===== config.mk =====
export PLATFORM = sky130hd
export DESIGN_NAME = pc_unit
export DESIGN_NICKNAME = d
export VERILOG_FILES = /design/src/rtl/pc_unit.sv
export SDC_FILE = /design/constraint.sdc
export NUM_CORES = 1
export LEC_CHECK = 0
export ABC_AREA = 0
export BUFFER_PORTS_ARGS = -buffer_cell sky130_fd_sc_hd__buf_4
export CAP_MARGIN = 25
export CORE_MARGIN = 10
export CORE_UTILIZATION = 42
export CTS_CLUSTER_DIAMETER = 40
export DETAILED_ROUTE_END_ITERATION = 8
export GPL_TIMING_DRIVEN = 0
export PLACE_DENSITY = 0.75
export SETUP_SLACK_MARGIN = 0.02
export SYNTH_ARGS = -nofsm -noshare
export SYNTH_HDL_FRONTEND = slang
export SYNTH_SLANG_ARGS = --single-unit

===== constraint.sdc =====
create_clock -name clk -period 1.6 [get_ports clk]
set_input_delay 0.16 -clock clk [delete_from_list [all_inputs] [get_ports clk]]
set_output_delay 0.16 -clock clk [all_outputs]
set_load 0.02 [all_outputs]

===== src/rtl/pc_unit.sv =====
// pc_unit: program counter with jump/flush FSM and optional return-address stack.
//
// Optional feature: define PC_RAS_EN to build the RAS_DEPTH-entry circular
// return-address stack (call/ret). Without it, call/ret are ignored and
// ras_err is tied low.
//
// Ports:
//   clk         in   sole clock, rising edge
//   rst_n       in   asynchronous active-low reset
//   clr         in   synchronous clear (pc and state only; stack and ras_err kept)
//   step        in   execute-stage strobe qualifying jmp/call/ret
//   load_val    in   16-bit jump/call target
//   jmp         in   {lt, eq, gt} jump condition bits
//   zr, ng      in   ALU zero / negative flags
//   call, ret   in   return-stack push / pop requests
//   fetch_ready in   instruction memory accepts the current address
//   pc          out  registered fetch address
//   fetch_valid out  pc is a valid fetch request (RUN state)
//   jump_taken  out  one-cycle pulse per redirect
//   ras_err     out  sticky return-stack underflow flag
module pc_unit #(
  parameter int RAS_DEPTH = 4
) (
  input  logic        clk,
  input  logic        rst_n,
  input  logic        clr,
  input  logic        step,
  input  logic [15:0] load_val,
  input  logic [2:0]  jmp,
  input  logic        zr,
  input  logic        ng,
  input  logic        call,
  input  logic        ret,
  input  logic        fetch_ready,
  output logic [15:0] pc,
  output logic        fetch_valid,
  output logic        jump_taken,
  output logic        ras_err
);
  typedef enum logic [1:0] {BOOT, RUN, FLUSH} state_t;
  state_t      state_q, state_d;
  logic [15:0] pc_q, pc_d, pc_inc, pop_val;
  logic        fetch_valid_q, jump_taken_q;
  logic        take, redir, do_pop, call_en;
  assign take   = (jmp[2] & ng) | (jmp[1] & zr) | (jmp[0] & ~ng & ~zr);
  assign pc_inc = pc_q + 16'd1;
`ifdef PC_RAS_EN
  localparam int PW = (RAS_DEPTH > 1) ? $clog2(RAS_DEPTH) : 1;
  localparam logic [PW:0] FULL = (PW+1)'(RAS_DEPTH);
  logic [15:0] ras_q [RAS_DEPTH];
  logic [PW-1:0] sp_q;
  logic [PW:0]   cnt_q;
  logic          ras_err_q, empty, do_push;
  assign call_en = call;
  assign empty   = (cnt_q == '0);
  // ret wins over a simultaneous call: pop only
  assign do_pop  = ~clr & step & ret;
  assign do_push = ~clr & step & call & ~ret;
  assign pop_val = empty ? 16'h0000 : ras_q[sp_q - PW'(1)];
  assign ras_err = ras_err_q;
  // Storage needs no reset; only the pointer and occupancy define validity.
  always_ff @(posedge clk)
    if (do_push) ras_q[sp_q] <= pc_inc;
  // Pointer wraps, so a push when full silently replaces the oldest entry.
  always_ff @(posedge clk or negedge rst_n)
    if (!rst_n) begin
      sp_q      <= '0;
      cnt_q     <= '0;
      ras_err_q <= 1'b0;
    end else if (do_pop) begin
      sp_q      <= empty ? sp_q : sp_q - PW'(1);
      cnt_q     <= empty ? cnt_q : cnt_q - (PW+1)'(1);
      ras_err_q <= ras_err_q | empty;
    end else if (do_push) begin
      sp_q  <= sp_q + PW'(1);
      cnt_q <= (cnt_q == FULL) ? cnt_q : cnt_q + (PW+1)'(1);
    end
`else
  logic unused_ras;
  assign unused_ras = call ^ ret ^ (RAS_DEPTH > 16);
  assign call_en    = 1'b0;
  assign do_pop     = 1'b0;
  assign pop_val    = 16'h0000;
  assign ras_err    = 1'b0;
`endif
  // A redirect always beats the fetch handshake; its increment is dropped.
  always_comb begin
    redir   = ~clr & (do_pop | (step & (take | call_en)));
    state_d = clr ? BOOT : redir ? FLUSH : RUN;
    pc_d    = clr ? 16'h0000 :
              do_pop ? pop_val :
              redir ? load_val :
              (state_q == RUN && fetch_ready) ? pc_inc : pc_q;
  end
  always_ff @(posedge clk or negedge rst_n)
    if (!rst_n) begin
      state_q       <= BOOT;
      pc_q          <= 16'h0000;
      fetch_valid_q <= 1'b0;
      jump_taken_q  <= 1'b0;
    end else begin
      state_q       <= state_d;
      pc_q          <= pc_d;
      fetch_valid_q <= (state_d == RUN);
      jump_taken_q  <= redir;
    end
  assign pc          = pc_q;
  assign fetch_valid = fetch_valid_q;
  assign jump_taken  = jump_taken_q;
endmodule


==> impl_metrics.tcl <==
set metrics [dict create \
    status "finished with violations" \
    failed_checks "negative setup slack" \
    syn-num-nets 140 \
    synth_ff_type "dfrtp_1" \
    syn_to_final_growth_pct 62.4 \
    fin_crit_sh_pct 104 \
    use_met3_pct 4.10 \
    power.density_nw_per_um2 656 \
    reg2reg_depth 5 \
    worst_setup_path_start_kind "flip-flop" \
    tns_ns -0.0751 \
    dp_cells 183 \
    via_per_inst 5.46 \
    seq_area_frac_synth_pct 42.3 \
    syn_avg_cell_area_um2 9.60 \
    worst_slew_pin_slew_ns 0.555 \
    antenna_cells 0 \
    p_leak_nw 0.751 \
    clk_latency_ns 0.30 \
    cp.arrival_ns 1.87 \
    grt_pass1_vias 1246 \
    regArea_um2 465 \
    final_layout_size_suffix_gt1_share_pct 55.7 \
    gr-usage-met1_pct 15.8 \
    hold_viol_final 0 \
    hp-class "in2reg" \
    cp_num_buf_inv 2 \
    coreArea_um2 2450 \
    setup_ws_ns -0.0653 \
    clk_pin_slew_ns 0.11 \
    place_hpwl_mm 2.47 \
    start_util_pct 43.4 \
    die_w_um 70.4 \
    routed_wl_mm 3.52 \
    grtUsageTotal_pct 13.7 \
    cts-root-buf "clkbuf_4" \
    final_antenna_net_count 0 \
    vias 1125 \
    crit_family "simple AND/OR/NAND/NOR gates" \
    max_stage_delay_ns 0.45 \
    synth-edff-count 0 \
    post_drt_wl_per_cell_um 17.1 \
    critPathMaxFanout 5 \
    gp_congestion 0.776 \
    first_pass_iters 4 \
    path_depth 5 \
    rsz0062_at_grt "true" \
    slew_viol_final 0 \
    worstPathCellList "buf_6 > nand4_1 > buf_4 > or4_4 > a311oi_2" \
    port_buffers 42 \
    grt_pass1_wl_mm 5.78 \
    ys_types 31 \
    clock-sinks 18 \
    post-place-ws_ns -0.116 \
    nets 206 \
    slowest_stage "dfrtp_2" \
    netlist_area_um2 1070 \
    placementRows 18 \
    h-tree-depth 1 \
    multi_input_area_um2 687 \
    die-area_um2 4950 \
    gr-total-overflow 0 \
    holdPathStages 2 \
    grt_start_max_net_pins 19 \
    yosys_warnings 0 \
    pin_count 47 \
    fmax_ghz 0.600 \
    setup_viol 3 \
    end_kind "flip-flop" \
    antenna_found_initial 0 \
    fin_crit_ns 1.67 \
    worstSetupPathType "reg2reg" \
    clock_skew_ns 0.00874 \
    crit_required_ns 1.81 \
    dr.first_iter.drc_count 56 \
    fillers 188 \
    ir_drop_uv 474 \
    drcViolationCount 0 \
    async_flop_share_pct 100 \
    cts_tree "yes" \
    grtUsageMet2_pct 24.2 \
    global_route.peak_usage_layer "met2" \
    slew_headroom_pct 63.0 \
    die_y_um 70.4 \
    drv_cap 0 \
    cts_buffers 3 \
    syn-instance-count 111 \
    stdcell_count 206 \
    ctsLongestPathBuffers 2 \
    ys_ff_latch 18 \
]
[synth_stat cells, types with 3 or more instances]
library cell | n | share of area (%)
nor2_1 | 20 | 7.0
a311oi_1 | 4 | 3.3
a211oi_1 | 12 | 8.5
nand3_1 | 6 | 2.8
nand2_1 | 3 | 1.1
nor4_1 | 3 | 1.8
inv_1 | 3 | 1.1
xnor2_1 | 9 | 7.4
clkbuf_1 | 3 | 1.1
or4_1 | 3 | 2.1
o31ai_1 | 3 | 2.1
dfrtp_1 | 18 | 42
[layout by cell type, fill, tap and decap left out, drive strengths merged, types with 4 or more instances in the layout]
master,instances
a211oi,12
a311oi,4
buf,62
clkbuf,8
dfrtp,18
nand3,6
nor2,20
xnor2,9
[per-layer routing]
| metal | vias to the layer above | wire length [um] |
|---|---|---|
| met4 | 0 | 29 |
| met5 | - | 0 |
| li1 | 542 | - |
| met1 | 523 | 1540 |
| met2 | 56 | 1670 |
| met3 | 4 | 277 |
[cells by family after synthesis]
family	synth area share (%)
buffers and inverters	4.81
AND/OR/NAND/NOR	25.5
flip-flops	42.3
other	0.352
adder cells (fa/ha/maj)	1.17
multiplexers	0.939
AO/OA/AOI/OAI	16.0
XOR/XNOR	9.04
[through the flow]
step           cell area [um^2]  power, mW  hold WS, ns  utilization [%]
2_1_floorplan              1080      0.686       -0.136                -
3_3_place_gp               1440      0.824       0.0431             58.6
3_5_place_dp               1440      0.835       0.0474             58.6
4_1_cts                    1630       1.11        0.102             66.6
5_1_grt                    1730       1.19        0.113             70.5
6_report                   1730       1.14        0.108             70.5
[power by group]
group	internal, mW	switching, mW
combinational	0.179	0.174
sequential	0.494	0.0465
clock	0.0970	0.145
total	0.770	0.365
[cell type report]
type                       instances  share of cell area (%)
inverter                           3                   0.650
buffer                             6                    2.31
tap                               30                    2.17
sequential                        18                    26.9
clock buffer                       4                    1.52
multi-input combinational         84                    39.7
timing repair buffer              61                    26.8
[flip-flops by register name (all words and copies together) (netlist names)]
name        count
pc             16
jump_taken      1
state_q         1
[worst paths after layout]
| path | from | endpoint | slack [ns] |
|---|---|---|---|
| setup / recovery | pc[0] | pc[13] | -0.07 |
| hold / removal | clr | pc[6] | 0.11 |
| setup reg to reg | pc[0] | pc[13] | -0.07 |
| hold reg to reg | pc[10] | pc[10] | 0.63 |
| max in group asynchronous | rst_n | pc[2] | 1.11 |
| min in group asynchronous | rst_n | pc[6] | 0.26 |
[repair_timing]
item                       4_1_cts  5_1_grt
gates resized for setup         12       10
hold endpoints to repair        18        0
setup endpoints to repair        5        8
hold buffers                     1        0
pin swaps                        1        7
gates cloned                     0        0
buffers inserted                12        6
[worst reg2reg max path, cell delays in order (launching register included)]
cell	delay (ns)
dfrtp_2	0.45
buf_6	0.12
nand4_1	0.18
buf_4	0.21
or4_4	0.41
a311oi_2	0.20
Note: power is estimated with default switching activity, not from simulation.
